**src/rtl/pendigits_feature_loader_pkg.sv**
```systemverilog
// rtl/pendigits_feature_loader_pkg.sv - shared classifier types and default sizes
package pendigits_feature_loader_pkg;

  localparam int DEF_NUM_FEATURES  = 16;
  localparam int DEF_FEAT_W        = 8;
  localparam int DEF_CLASS_W       = 4;
  localparam int DEF_SETTLE_CYCLES = 2;

  typedef enum logic [1:0] {
    LOAD,
    DRAIN,
    SETTLE,
    OUT
  } state_e;

endpackage

```
**src/rtl/pendigits_feature_loader_if.sv**
```systemverilog
// rtl/pendigits_feature_loader_if.sv - feature stream, tree and result signals of the loader
interface pendigits_feature_loader_if
  import pendigits_feature_loader_pkg::*;
#(
  parameter int NUM_FEATURES = DEF_NUM_FEATURES,
  parameter int FEAT_W       = DEF_FEAT_W,
  parameter int CLASS_W      = DEF_CLASS_W
);

  logic                           s_valid;
  logic                           s_ready;
  logic [FEAT_W-1:0]              s_data;
  logic                           s_last;
  logic [NUM_FEATURES*FEAT_W-1:0] feat_vec;
  logic [CLASS_W-1:0]             class_in;
  logic                           m_valid;
  logic                           m_ready;
  logic [CLASS_W-1:0]             m_class;
  logic                           m_err;

  // slave is the loader; master is whatever drives the stream and consumes results
  modport slave (
    input  s_valid, s_data, s_last, class_in, m_ready,
    output s_ready, feat_vec, m_valid, m_class, m_err
  );

  modport master (
    output s_valid, s_data, s_last, class_in, m_ready,
    input  s_ready, feat_vec, m_valid, m_class, m_err
  );

endinterface

```
**src/rtl/pendigits_feature_loader.sv**
```systemverilog
// rtl/pendigits_feature_loader.sv - assembles a feature frame, waits for the tree to settle, emits its class
module pendigits_feature_loader
  import pendigits_feature_loader_pkg::*;
#(
  parameter int NUM_FEATURES  = DEF_NUM_FEATURES,
  parameter int FEAT_W        = DEF_FEAT_W,
  parameter int CLASS_W       = DEF_CLASS_W,
  parameter int SETTLE_CYCLES = DEF_SETTLE_CYCLES
) (
  input  logic                         clk,
  input  logic                         rst_n,
  pendigits_feature_loader_if.slave    bus
);

  localparam int IDX_W = $clog2(NUM_FEATURES);
  localparam int CNT_W = $clog2(SETTLE_CYCLES) + 1;
  localparam int VEC_W = NUM_FEATURES * FEAT_W;

  localparam logic [IDX_W-1:0] IDX_LAST = IDX_W'(NUM_FEATURES - 1);
  localparam logic [CNT_W-1:0] CNT_LAST = CNT_W'(SETTLE_CYCLES - 1);

  state_e             state_q, state_d;
  logic [IDX_W-1:0]   idx_q, idx_d;
  logic [CNT_W-1:0]   cnt_q, cnt_d;
  logic               err_q, err_d;
  logic [VEC_W-1:0]   feat_q, feat_d;
  logic [CLASS_W-1:0] class_q, class_d;
  logic               merr_q, merr_d;

  always_ff @(posedge clk or negedge rst_n) begin
    if (!rst_n) begin
      state_q <= LOAD;
      idx_q   <= '0;
      cnt_q   <= '0;
      err_q   <= 1'b0;
      feat_q  <= '0;
      class_q <= '0;
      merr_q  <= 1'b0;
    end else begin
      state_q <= state_d;
      idx_q   <= idx_d;
      cnt_q   <= cnt_d;
      err_q   <= err_d;
      feat_q  <= feat_d;
      class_q <= class_d;
      merr_q  <= merr_d;
    end
  end

  always_comb begin
    state_d = state_q;
    idx_d   = idx_q;
    cnt_d   = cnt_q;
    err_d   = err_q;
    feat_d  = feat_q;
    class_d = class_q;
    merr_d  = merr_q;

    unique case (state_q)
      LOAD: begin
        if (bus.s_valid) begin
          if (idx_q == '0) begin
            err_d = 1'b0;
          end
          // Slot idx takes the beat; on a short frame the unfilled tail is zeroed on the same edge.
          for (int k = 0; k < NUM_FEATURES; k++) begin
            if (k == int'(idx_q)) begin
              feat_d[k*FEAT_W +: FEAT_W] = bus.s_data;
            end else if (bus.s_last && (k > int'(idx_q))) begin
              feat_d[k*FEAT_W +: FEAT_W] = '0;
            end
          end
          if (bus.s_last) begin
            if (idx_q != IDX_LAST) begin
              err_d = 1'b1;
            end
            state_d = SETTLE;
          end else if (idx_q == IDX_LAST) begin
            err_d   = 1'b1;
            state_d = DRAIN;
          end else begin
            idx_d = idx_q + 1'b1;
          end
        end
      end

      DRAIN: begin
        if (bus.s_valid && bus.s_last) begin
          state_d = SETTLE;
        end
      end

      SETTLE: begin
        if (cnt_q == CNT_LAST) begin
          class_d = bus.class_in;
          merr_d  = err_q;
          cnt_d   = '0;
          state_d = OUT;
        end else begin
          cnt_d = cnt_q + 1'b1;
        end
      end

      OUT: begin
        if (bus.m_ready) begin
          idx_d   = '0;
          state_d = LOAD;
        end
      end

      default: state_d = LOAD;
    endcase
  end

  // Both handshake outputs decode only registered state.
  assign bus.s_ready  = (state_q == LOAD) || (state_q == DRAIN);
  assign bus.m_valid  = (state_q == OUT);
  assign bus.feat_vec = feat_q;
  assign bus.m_class  = class_q;
  assign bus.m_err    = merr_q;

endmodule

```
**src/flat_wrapper.sv**
```systemverilog
// flat-port wrapper written by rule: the top's interface ports become plain ports
module pendigits_feature_loader_flat import pendigits_feature_loader_pkg::*;
#(
  parameter int NUM_FEATURES  = DEF_NUM_FEATURES,
  parameter int FEAT_W        = DEF_FEAT_W,
  parameter int CLASS_W       = DEF_CLASS_W,
  parameter int SETTLE_CYCLES = DEF_SETTLE_CYCLES
)
  (clk, rst_n, bus_s_valid, bus_s_data, bus_s_last, bus_class_in, bus_m_ready, bus_s_ready, bus_feat_vec, bus_m_valid, bus_m_class, bus_m_err);
  pendigits_feature_loader_if #(.NUM_FEATURES(NUM_FEATURES), .FEAT_W(FEAT_W), .CLASS_W(CLASS_W)) bus_i ();
  input  logic clk;
  input  logic rst_n;
  input wire logic [$bits(bus_i.s_valid)-1:0] bus_s_valid;
  input wire logic [$bits(bus_i.s_data)-1:0] bus_s_data;
  input wire logic [$bits(bus_i.s_last)-1:0] bus_s_last;
  input wire logic [$bits(bus_i.class_in)-1:0] bus_class_in;
  input wire logic [$bits(bus_i.m_ready)-1:0] bus_m_ready;
  output wire logic [$bits(bus_i.s_ready)-1:0] bus_s_ready;
  output wire logic [$bits(bus_i.feat_vec)-1:0] bus_feat_vec;
  output wire logic [$bits(bus_i.m_valid)-1:0] bus_m_valid;
  output wire logic [$bits(bus_i.m_class)-1:0] bus_m_class;
  output wire logic [$bits(bus_i.m_err)-1:0] bus_m_err;
  assign bus_i.s_valid = bus_s_valid;
  assign bus_i.s_data = bus_s_data;
  assign bus_i.s_last = bus_s_last;
  assign bus_i.class_in = bus_class_in;
  assign bus_i.m_ready = bus_m_ready;
  assign bus_s_ready = bus_i.s_ready;
  assign bus_feat_vec = bus_i.feat_vec;
  assign bus_m_valid = bus_i.m_valid;
  assign bus_m_class = bus_i.m_class;
  assign bus_m_err = bus_i.m_err;
  pendigits_feature_loader #(.NUM_FEATURES(NUM_FEATURES), .FEAT_W(FEAT_W), .CLASS_W(CLASS_W), .SETTLE_CYCLES(SETTLE_CYCLES)) u_core (.clk(clk), .rst_n(rst_n), .bus(bus_i));
endmodule
```
**config.mk**
```make
export PLATFORM = sky130hd
export DESIGN_NAME = pendigits_feature_loader_flat
export DESIGN_NICKNAME = d
export VERILOG_FILES = /design/src/rtl/pendigits_feature_loader_pkg.sv /design/src/rtl/pendigits_feature_loader_if.sv /design/src/rtl/pendigits_feature_loader.sv /design/src/flat_wrapper.sv
export SDC_FILE = /design/constraint.sdc
export NUM_CORES = 1
export LEC_CHECK = 0
export CORE_UTILIZATION = 35
export CTS_CLUSTER_DIAMETER = 100
export DETAILED_ROUTE_END_ITERATION = 8
export SYNTH_ARGS = -nofsm -noshare
export SYNTH_HDL_FRONTEND = slang
export SYNTH_SLANG_ARGS = --single-unit
```
**constraint.sdc**
```tcl
create_clock -name clk -period 2.1 [get_ports clk]
set_input_delay 0.42 -clock clk [delete_from_list [all_inputs] [get_ports clk]]
set_output_delay 0.42 -clock clk [all_outputs]
set_load 0.02 [all_outputs]
```
---- After elaboration in Yosys (flattened, before gate mapping) ----
Cells that the tools add are included.
word-level totals
  flip-flop bits (word level) ............. 142
  bits in latches ......................... 0
  RAM bits ................................ 0
  ROM bits ................................ 0
  memories ................................ 0
operators by class
  $add $sub $neg .......................... 2
  multiply operators ...................... 0
  div/mod/pow operators ................... 0
  order comparisons ....................... 15
  eq/ne operators ......................... 28
  shift operators ......................... 0
  mux-type cells .......................... 47
  bitwise gates (word level) .............. 0
  reductions and logical operators ........ 56
operators by type and width
  cell                   number
  $mux W8                30
  $reduce_and A3 Y1      16
  $eq A4 B4 Y1 const A   8
  $gt A4 B4 Y1 const A   8
  $reduce_bool A2 Y1     16
  $eq A3 B4 Y1 const A   4
  $gt A3 B4 Y1 const A   4
  $logic_and A1 B1 Y1    16
  $mux W4                4
  $mux W2                7
  $reduce_and A5 Y1      2
  $eq A2 B4 Y1 const A   2
  $gt A2 B4 Y1 const A   2
  $logic_not A4 Y1       2
  $ne A2 B2 Y1 const B   4
  $pmux W2 S4            1
  $pmux W4 S2            1
  $add A4 B1 Y4 const B  1
  $eq A1 B4 Y1 const A   1
  $eq A2 B1 Y1 const B   2
  $eq A2 B2 Y1 const B   2
  $eq A4 B4 Y1 const B   1
  $gt A1 B4 Y1 const A   1
  $mux W1                4
  7 further kinds        9

---- Depth between registers and ports, before layout ----
Gate-level depths: netlist (run 1).
  depth after elaboration ................. 5
  gate-level depth with buffers ........... 9
  gate-level depth less buffers ........... 6

---- Worst setup path before layout (run 1) ----
No wires, ideal clock.
  kind .................................... register to register
  from .................................... reg u_core.state_q[0]
  to ...................................... reg u_core.feat_q[119] (netlist: u_core.bus.feat_vec[119])
  setup time .............................. 0.066 ns
  arrival time ............................ 1.626 ns
  required time ........................... 2.034 ns
  setup slack ............................. 0.408 ns
  stages on the path, launching flop included .. 9
  path buffers ............................ 2
  cell sequence ........................... dfrtp_1 -> inv_1 -> ha_1 -> and2_1 -> buf_6 -> and3_4 -> buf_6 -> a31oi_4 -> a22o_1
on the way
  longest elaborated chain between the ends .. 2
ends and longest elaborated chain
  what                                RTL line                        source
  from (decl)                         pendigits_feature_loader.sv:22  state_e state_q, state_d;
  from (signal assigned)              pendigits_feature_loader.sv:40  state_q <= state_d;
  $logic_not A2 Y1                    pendigits_feature_loader.sv:59  unique case (state_q)
  $reduce_and A3 Y1 (no source line)  --
  to (signal assigned)                pendigits_feature_loader.sv:44  feat_q <= feat_d;
  to (decl)                           pendigits_feature_loader.sv:26  logic [VEC_W-1:0] feat_q, feat_d;
Every way passes these cells.
A chain may end at the register's enable or synchronous reset.

---- Worst setup path in the final report (run 1) ----
  from .................................... reg u_core.state_q[0]
  to ...................................... out bus_s_ready
on the way
  longest elaborated chain between the ends .. 2
ends and longest elaborated chain
  what                                                     RTL line                         source
  $eq A2 B1 Y1 / $logic_not A2 Y1 (equally long branches)  pendigits_feature_loader.sv:116  assign bus.s_ready = (state_q == LOAD) || (state_q == DRAIN);
  $logic_or A1 B1 Y1 (*)                                   pendigits_feature_loader.sv:116
  to (decl)                                                flat_wrapper.sv:18               output wire logic [$bits(bus_i.s_ready)-1:0] bus_s_ready;
Mark *: on every way between the ends. The rest lies on a longest branch, timed or not.

==> impl_results.md, run 1 <==
- Status: finished clean
- Crit path max fanout: 4
- Register area share after synthesis: 0.609
- Post-Syn Area per Cell: 12.1 um^2
- Crit path launch type: flop
- Tightest Hold Check Type: input pin to async pin
- DR iter-0 viols: 304
- GRT Max-Usage Layer: met2
- CTS tree: built
- CTS Sinks: 142
- M3 GR Usage: 0.0503
- CP Data Required Time: 1.68 ns
- Hold_ws: 0.470 ns
- Met2 Track Usage GR: 0.319
- First-pass GRT wire length: between 20 and 30 mm
- Via count: 4594
- DIE AREA: between 15000 and 20000 um^2
- #FFs+latches synth: 142
- Mapped Area: 5830 um^2
- Max_cap viols: 0
- P_leak: 0.00376 uW
- Worst-Margin Slew: between 0.6 and 0.7 ns
- Num CTS Buffers: 17
- Most frequent cells after synthesis: dfrtp_1 (142), a22o_1 (90), nand2_1 (82)
- Number of synthesized flops with an enable pin: 0
- Most frequent cell after synthesis: dfrtp_1
- Gpl congestion: 0.812
- Crit. End Element: primary output
- Critical path type: flop to primary output
- Clk pin slew, worst setup/hold paths: 0.06 ns
- Fin. Hold Viols: 0
- Avg WL per Cell: just under 20 um
- Fin. max-slew vios: 0
- Netlist cell types: 43
- Total gr overflow: 0
- Fin nets: 669
- Residual DRC: 0
- Die width: roughly 130 um
- Area contributors post-synth: dfrtp_1 (61%), a22o_1 (14%), nand2_1 (5.3%)
- Power Density: 1220 nW/um^2
- Ant diodes: 0
- Largest net degree at the start of global routing: 46
- Initial Util: 0.363
- Relative slew slack: 0.575
- Core footprint: 16100 um^2
- DP HPWL: around 11 mm
- Fin crit share: 0.957
- Row Count: 46
- Util after Layout: 0.521
- GRT met1 Usage: 0.287
- Post-layout min period: 2.01 ns
- Die height: 131 um
- Leading area contributor after synthesis: dfrtp_1
- Final wirelength: 16.8 mm
- Synth Warn #: 0
- Worst Path Arrival: ~1.6 ns
- Port buffer count: 151
- Area Growth Syn to Fin: 43.5%
- Asr flop ratio synth: 1.00
- Number of H-tree levels: 4
- Clock Skews: 0.00700 ns
- Area share of the largest cell type after synthesis: 0.609
- Syn_nets: 508
- Final ANT Viol Nets: 0
- CTS Buffer Depth: 2
- Max VDD drop: 0.618 mV
- CTS Root Cell: clkbuf_16
- Final setup vio count: 0
- All-Layer GR Usage: 0.205
- Max Freq: 498 MHz
- Initial antenna violation count: 0
- RSZ-0062 raised after global routing: no
- Pre-antenna DRT Iters: 5
- Post-CTS setup repair buffer count: 0
- Worst-skew pair later-pin latency: 0.42 ns
- Boundary Pins: 152
- Ys flop type: dfrtp_1
- Share of layout cells above drive strength 1: 0.131
- Post-Syn Instances: about 480
- Via-to-Cell Ratio: roughly 5.3
- Number of global-route vias before repair: around 4500
## area by class of cell
class / count / area (um^2)
fill: 1340 / 7690
sequential: 142 / 3550
multi-input combinational: 296 / 2060
timing repair buffer: 178 / 1770
clock buffer: 20 / 457
tap: 216 / 270
clock inverter: 12 / 229
inverter: 8 / 30.0
## cells by family after synthesis
group / count (synthesis) / share of synthesized area
flip-flops: 142 / 0.609
multiplexers: 17 / 0.0320
adder cells (fa/ha/maj): 9 / 0.0193
buffers and inverters: 44 / 0.0388
AND/OR/NAND/NOR: 120 / 0.0987
XOR/XNOR: 2 / 0.00300
AO/OA/AOI/OAI: 148 / 0.199
## final timing paths
kind / startpoint / slack, ns / depth (start not counted) / endpoint
max: u_core.state_q[0] / 0.09 / 4 / bus_s_ready
min: rst_n / 0.47 / 2 / u_core.bus.feat_vec[1]
max reg2reg: u_core.idx_q[0] / 0.20 / 6 / u_core.bus.feat_vec[80]
min reg2reg: u_core.err_q / 0.48 / 2 / u_core.err_q
max in group asynchronous: rst_n / 0.99 / 3 / u_core.bus.feat_vec[42]
min in group clk: u_core.err_q / 0.48 / 2 / u_core.err_q
## routing by layer
metal	vias up	share of wire
met5	-	0
met4	0	0.0073
met3	12	0.053
met2	165	0.47
met1	2344	0.47
li1	2073	-
## what timing repair did
item | in CTS | in global routing
pin swaps | 0 | 0
gates resized for setup | 5 | 2
hold endpoints to repair | 36 | 0
hold buffers | 1 | 0
cloned | 0 | 0
setup endpoints to repair | 2 | 8
## registers in the layout, summed over array words and instances, names as in the netlist
signal / cells
u_core.bus.feat_vec: 128
u_core.idx_q: 4
u_core.state_q: 2
u_core.bus.m_class: 4
u_core.err_q: 1
u_core.bus.m_err: 1
u_core.cnt_q: 2
## layout by cell type, fill, tap and decap left out, types with 6 or more instances in the layout
cell             count
clkdlybuf4s50_1    148
dfrtp_1            142
a22o_1              90
nand2_1             82
o21ai_1             22
buf_4               21
clkbuf_16           17
o21ai_0             13
mux2_2              13
ha_1                 9
inv_1                8
and2_1               7
a32oi_1              7
and3_1               6
nand3_1              6
a21oi_1              6
bufinv_16            6
## metrics by stage
stage	instance area (um^2)	power, uW	setup TNS (ns)	instances	setup WS, ns
3_3_place_gp	7670	6750	-0.186	839	-0.0495
3_5_place_dp	7670	6820	-1.46	839	-0.126
4_1_cts	8360	10300	0	872	0.0457
2_1_floorplan	5830	5320	0	482	0.408
6_report	8370	10200	0	872	0.0913
5_1_grt	8370	10700	0	872	0.0230
## where the power goes
part           internal (uW)  switching (uW)  total [uW]
clock network           2310            1190        3490
registers               3240             339        3580
logic                   1440            1730        3170
## worst max-delay path, stage by stage (launching register included)
cell	delay, ns
dfrtp_1	0.38
inv_1	0.10
ha_1	0.22
or2_2	0.30
buf_2	0.17
Note: power is estimated with default switching activity, not from simulation.
==> inputs of run 2 (changes only) <==
--- a/config.mk
+++ b/config.mk
@@ -8,6 +8,8 @@
 export CORE_UTILIZATION = 35
 export CTS_CLUSTER_DIAMETER = 100
 export DETAILED_ROUTE_END_ITERATION = 8
+export HOLD_SLACK_MARGIN = 0.05
+export PLACE_DENSITY = 0.72
 export SYNTH_ARGS = -nofsm -noshare
 export SYNTH_HDL_FRONTEND = slang
 export SYNTH_SLANG_ARGS = --single-unit
==> constraint.sdc (replaced) <==
create_clock -name clk -period 2.1 [get_ports clk]
set_input_delay 0.42 -clock clk [delete_from_list [all_inputs] [get_ports clk]]
set_output_delay 0.42 -clock clk [all_outputs]
set_load 0.005 [all_outputs]
==> run 2 against run 1 <==
Total power fell by 7.8%. Via count fell by 1.1%. Core utilization fell by 0.55 points. Worst setup slack improved by 0.0032 ns. First-iteration DRC count fell by 6.3%. Clock power fell by 7.7%. Register-to-register slack barely moved. Critical path type unchanged.
==> impl_results.md, run 2 (synthesis gave the netlist of run 1 again) <==
- Initial antenna violation count: 0 (unchanged)
- Commonest non-fill, non-tap cell in the layout: clkdlybuf4s50_1
- Switching power: 2700 uW (-17%)
- Max Freq: 499 MHz (+0.16%)
- Total gr overflow: 0 (unchanged)
- Worst-Margin Slew: 0.617 ns (-0.0161 ns)
- P_leak: 0.00369 uW (-1.8%)
- Most frequent cells in the layout: clkdlybuf4s50_1 (149), dfrtp_1 (142), a22o_1 (90)
- Final ANT Viol Nets: 0 (unchanged)
- CP Data Required Time: 1.68 ns (about the same)
- Boundary Pins: 152 (unchanged)
- Fin. Hold Viols: 0 (unchanged)
- Worst Path Arrival: 1.59 ns (about the same)
- R2R depth: 5 (-1)
- Crit path launch type: flop
- Largest net degree at the start of global routing: 58 (+26%)
- Post-layout min period: 2.01 ns (-0.00324 ns)
- Number of global-route vias before repair: 4478 (-0.29%)
- Post-CTS setup repair buffer count: 0 (unchanged)
- Die width: 131 um (unchanged)
- Final wirelength: 16.7 mm (-0.71%)
- Row Count: 46 (unchanged)
- Max_cap viols: 0 (unchanged)
- CP max-delay cell: clkdlybuf4s50_1
- Setup crit start: u_core.state_q[1]
- CP Cell Sequence: ha_1 > clkdlybuf4s50_1
- First-pass GRT wire length: 25.8 mm (-0.69%)
- Cell-internal power: 6740 uW (-3.6%)
- Number of H-tree levels: 4 (unchanged)
- DR iter-0 viols: 285 (-6.3%)
- Status: finished clean
- Crit. End Element: primary output
- CTS Root Cell: clkbuf_16
- CTS Buffer Depth: 2 (unchanged)
- Via count: 4544 (-1.1%)
- Post-Place Cells: 833 (-0.72%)
- Residual DRC: 0 (unchanged)
- Dpl cell area: 7630 um^2 (-0.59%)
- Share of layout cells above drive strength 1: 0.126 (-0.00494)
- Setup_tns: 0 ns (unchanged)
- Worst r2r src: u_core.idx_q[0]
- Relative slew slack: 0.586 (+0.0108)
- Fin crit share: 0.955 (-0.00154)
- Num CTS Buffers: 17 (unchanged)
- CTS Sinks: 142 (unchanged)
- Ant diodes: 0 (unchanged)
- Worst-skew pair later-pin latency: 0.43 ns (about the same)
- Logic pwr share: 0.274 (-0.035)
- Fill count: 1333 (-0.52%)
- Fin. max-slew vios: 0 (unchanged)
- Fin cells: 866 (-0.69%)
- All-Layer GR Usage: 0.203 (-0.00215)
- Worst R2R End: u_core.bus.feat_vec[86]
- Power Density: 1140 nW/um^2 (-6.9%)
- Max VDD drop: 0.587 mV (-5.0%)
- Via-to-Cell Ratio: 5.25 (-0.40%)
- Critical Path Max Stage Delay: 0.54 ns (+0.16 ns)
- Design area: 8280 um^2 (-1.0%)
- DP HPWL: 11.2 mm (+1.4%)
- Largest register FFs: 128 (unchanged)
- Clk pin slew, worst setup/hold paths: 0.05 ns (about the same)
- RSZ-0062 raised after global routing: no
- CP endpoint: bus_m_valid
- Gpl congestion: 0.820 (+0.99%)
- Clk network pwr share: 0.341 (about the same)
- Initial Util: 0.363 (unchanged)
- Area Growth Syn to Fin: 42.0%
- Critical path type: flop to primary output
- DIE AREA: 17200 um^2 (unchanged)
- Core footprint: 16100 um^2 (unchanged)
- Fin nets: 663 (-0.90%)
- Pre-antenna DRT Iters: 5 (unchanged)
- Tightest Hold Check Type: flop to flop
- Die height: 131 um (unchanged)
- Seq pwr share: 0.385 (+0.036)
- Hold Crit Start: u_core.bus.feat_vec[98]
- Port buffer count: 151 (unchanged)
- Final total power: 9440 uW (-7.8%)
- Final setup vio count: 0 (unchanged)
- CTS tree: built
- Clock Skews: 0.00866 ns (+0.00166 ns)
- R2R Setup Slk: 0.21 ns (about the same)
- Util after Layout: 0.516 (-0.00546)
- Crit path max fanout: 4 (unchanged)
- Avg WL per Cell: 19.2 um (about the same)
- Switching Share: 0.286 (-0.0314)
-- run 2: cell type report --
type / instances / area, um^2 / share of cell area
Clock buffer: 23 / 478 / 0.0577
Clock inverter: 9 / 158 / 0.0190
Inverter: 8 / 30.0 / 0.00363
Multi-Input combinational cell: 296 / 2060 / 0.249
Sequential cell: 142 / 3550 / 0.429
Tap cell: 216 / 270 / 0.0326
Timing Repair Buffer: 172 / 1730 / 0.209
-- run 2: layer usage --
| metal | part of all wire | GRT usage |
|---|---|---|
| met4 | 0.017 | 0.0730 |
| met2 | 0.48 | 0.324 |
| met5 | 0 | 0 |
| met3 | 0.061 | 0.0414 |
| met1 | 0.44 | 0.275 |
-- run 2: worst min-delay path by stage --
stage                                    endpoint  slack (ns)  cells after the start
after floorplan            u_core.bus.feat_vec[0]        0.12                      0
after global placement    u_core.bus.feat_vec[33]        0.40                      1
after detailed placement  u_core.bus.feat_vec[33]        0.41                      1
after CTS                 u_core.bus.feat_vec[72]        0.50                      1
after global routing      u_core.bus.feat_vec[72]        0.51                      1
final                     u_core.bus.feat_vec[98]        0.50                      1
-- run 2: per-stage QoR --
step | setup WS [ns] | hold slack (ns)
2_1_floorplan | 0.408 | 0.124
3_3_place_gp | -0.0353 | 0.399
3_5_place_dp | -0.0912 | 0.406
4_1_cts | 0.0221 | 0.501
5_1_grt | 0.0317 | 0.512
6_report | 0.0946 | 0.498
-- run 2: what timing repair did --
item,4_1_cts,5_1_grt
hold endpoints to repair,47,0
hold buffers,1,0
resized for setup,4,5
setup endpoints to repair,1,19
cloned,0,0
-- run 2: power groups by stage --
stage | sequential (uW) | combinational [uW] | clock, uW
after detailed placement | 3670 | 2600 | 0
after global placement | 3650 | 2510 | 0
after CTS | 3630 | 2610 | 3260
final | 3640 | 2580 | 3220
after floorplan | 3600 | 1210 | 0
after global routing | 3700 | 2850 | 3390
-- run 2: critical path: cells and delay by family, from the launching register on --
kind | cells | cell delay (ns)
fa+ha+maj | 1 | 0.24
buf+inv | 1 | 0.54
flops | 1 | 0.39
==> inputs of run 3 (changes only) <==
--- a/config.mk
+++ b/config.mk
@@ -7,6 +7,7 @@
 export LEC_CHECK = 0
 export CORE_UTILIZATION = 35
 export CTS_CLUSTER_DIAMETER = 100
+export CTS_CLUSTER_SIZE = 24
 export DETAILED_ROUTE_END_ITERATION = 8
 export HOLD_SLACK_MARGIN = 0.05
 export PLACE_DENSITY = 0.72
==> results of run 3 <==
Same layout as run 2: the final DEF is identical, and so are final timing and power.
==> edit (flow settings as in run 2) <==
Reset style: synchronous (`rst_n`), changed in one clocked block.
--- a/src/rtl/pendigits_feature_loader.sv
+++ b/src/rtl/pendigits_feature_loader.sv
@@ -29,3 +29,3 @@
 
-  always_ff @(posedge clk or negedge rst_n) begin
+  always_ff @(posedge clk) begin
     if (!rst_n) begin
Function: differs if rst_n is asserted again (counterexample within 4 cycles, from zero or initial values and one cycle with rst_n low); with rst_n held inactive, the same outputs for 4 cycles.
==> edit against run 2 <==
  * Power is 24% lower
  * Clock skew is 0.00060 ns lower
  * Worst setup slack worse by 0.018 ns
  * Non-clock buffer count is 10 higher
  * Synthesized area is 3.3% lower
  * Routed wire length hardly changed
  * Sequential cell count stayed put
  * Design area is 3.3% lower
  * Critical endpoint is now bus_s_ready
  * Largest cell class unchanged
==> edit: results (changes against run 2) <==
| Result | Reported | Change |
| --- | --- | --- |
| Worst hold stages | 2 | was 1 |
| Top cells by instance count after synthesis | sky130_fd_sc_hd__dfxtp_1 (142), sky130_fd_sc_hd__nor2_1 (75), sky130_fd_sc_hd__a22oi_1 (65), sky130_fd_sc_hd__nand2_1 (65), sky130_fd_sc_hd__a21oi_1 (46) | was sky130_fd_sc_hd__dfrtp_1 (142), sky130_fd_sc_hd__a22o_1 (90), sky130_fd_sc_hd__nand2_1 (82), sky130_fd_sc_hd__o21ai_1 (23), sky130_fd_sc_hd__buf_2 (16) |
| IR drop worst, VDD | 606 uV | was 587 uV |
| Global-route wire length before repair | 25.8 mm | about the same |
| Final layout net count | 789 | was 663 |
| Cells taking the most area after synthesis | sky130_fd_sc_hd__dfxtp_1 (50%), sky130_fd_sc_hd__a22oi_1 (8.7%), sky130_fd_sc_hd__nor2_1 (5.0%) | was sky130_fd_sc_hd__dfrtp_1 (61%), sky130_fd_sc_hd__a22o_1 (14%), sky130_fd_sc_hd__nand2_1 (5.3%) |
| Layout cells sized above 1 | 0.106 | was 0.126 |
| Outcome | complete, no violations | unchanged |
| Initial drt markers | 422 | was 285 |
| Wire length per cell after detailed routing | 16.8 um | was 19.2 um |
| Fraction of the yosys area taken by sequential cells | 0.504 | was 0.609 |
| Met3 capacity usage during global routing | 0.0528 | was 0.0414 |
| GP Congestion | 0.878 | was 0.820 |
| Pleak | 2.89 nW | was 3.69 nW |
| Worst Clk Skew | 0.00806 ns | was 0.00866 ns |
| Relative slew slack | 0.546 | was 0.586 |
| Clock transition time at the flip-flop clock pins of the worst setup and hold paths | 0.06 ns |  |
| Netlist cell types | 52 | was 43 |
| Share of synthesized flip-flops with an asynchronous set or reset | 0 | was 1.00 |
| R2r setup slk | 0.15 ns | was 0.21 ns |
| Primary FF master, synth | sky130_fd_sc_hd__dfxtp_1 | was sky130_fd_sc_hd__dfrtp_1 |
| GR Layer Usage met2 | 0.327 | was 0.324 |
| Pin count of the biggest net entering global routing | 60 | was 58 |
| FF-to-FF path depth | 5 | unchanged |
| Met1 layer usage reported by global route | 0.264 | was 0.275 |
| Net switching power of the design | 2.12 mW | was 2.70 mW |
| Tot GR Track Use | 0.205 | was 0.203 |
| Dpl hpwl | 11.1 mm | was 11.2 mm |
| CTS buffer count | 17 | unchanged |
| Net count after synthesis | 646 | was 508 |
| Filler cell count in the final layout | 1492 | was 1333 |
| Setup slack at placement | -0.0700 ns | was -0.0912 ns |
| Maximum fanout count along the critical path | 4 | unchanged |
| Via count of the first global-routing pass | 4724 | was 4478 |
| Average via count per standard cell | 5.14 | was 5.25 |
## edit: cell count changes in the layout (fill, tap and decap cells not counted), sizes merged, moves of 10 or more
cell,change
a21oi,+42
a22o,-72
a22oi,+65
buf,+10
dfrtp,-142
dfxtp,+142
mux2,-12
mux2i,+12
nand2,-19
nand3,+37
nor2,+75
o21ai,-25
## edit: what timing repair did
item                                    in CTS  in global routing
gates resized for setup                      5                  1
buffers inserted                             0                  1
endpoints found under the setup margin       2                  1
endpoints found under the hold margin        0                  0
gates cloned                                 0                  0
## edit: logic make-up after synthesis
| group | share of synthesized area |
|---|---|
| xor+xnor | 0.00311 |
| buf+inv | 0.0504 |
| mux | 0.0304 |
| simple gates | 0.186 |
| fa+ha+maj | 0.0200 |
| compound gates | 0.206 |
| flops | 0.504 |
## edit: path summary, 6_finish.rpt
kind                                         from                 endpoint
worst min register to register    u_core.cnt_q[1]          u_core.cnt_q[1]
worst min-delay path              u_core.cnt_q[1]          u_core.cnt_q[1]
worst max register to register    u_core.idx_q[1]  u_core.bus.feat_vec[15]
worst max-delay path            u_core.state_q[0]              bus_s_ready
## edit: worst max-delay path: stages (launching register included)
cell                            delay (ns)
sky130_fd_sc_hd__dfxtp_2              0.35
sky130_fd_sc_hd__inv_1                0.08
sky130_fd_sc_hd__ha_1                 0.21
sky130_fd_sc_hd__or2_4                0.27
sky130_fd_sc_hd__dlygate4sd2_1        0.27
## edit: routing by layer
layer / vias to the layer above / routed length [um]
met5: - / 0
met4: 0 / 380
met3: 28 / 1030
met2: 175 / 7910
met1: 2415 / 7330
li1: 2482 / -
## edit: power by group through the flow
stage / Sequential [mW] / Combinational, mW / Clock [mW]
after CTS: 2.86 / 1.48 / 2.87
after global placement: 2.91 / 1.46 / 0
final: 2.86 / 1.50 / 2.83
after floorplan: 2.91 / 0.949 / 0
after detailed placement: 2.91 / 1.47 / 0
after global routing: 2.87 / 1.65 / 2.99
## edit: metrics by stage
stage / hold WS (ns) / instances / power [mW] / TNS (ns) / cell area (um2)
floorplan: 0.415 / 620 / 3.85 / 0 / 5640
global placement: 0.423 / 959 / 4.37 / -0.00327 / 7430
detailed placement: 0.433 / 959 / 4.39 / -1.97 / 7430
CTS: 0.442 / 991 / 7.21 / 0 / 8000
global route: 0.473 / 992 / 7.51 / -0.00857 / 8010
finish: 0.447 / 992 / 7.18 / 0 / 8010
## edit: layout make-up
class	count	area (um2)	share of cell area
Sequential cell	142	2850	0.355
Multi-Input combinational cell	414	2520	0.314
Timing Repair Buffer	182	1790	0.224
Clock buffer	19	443	0.0553
Tap cell	216	270	0.0337
Clock inverter	13	115	0.0144
Inverter	6	23.8	0.00297
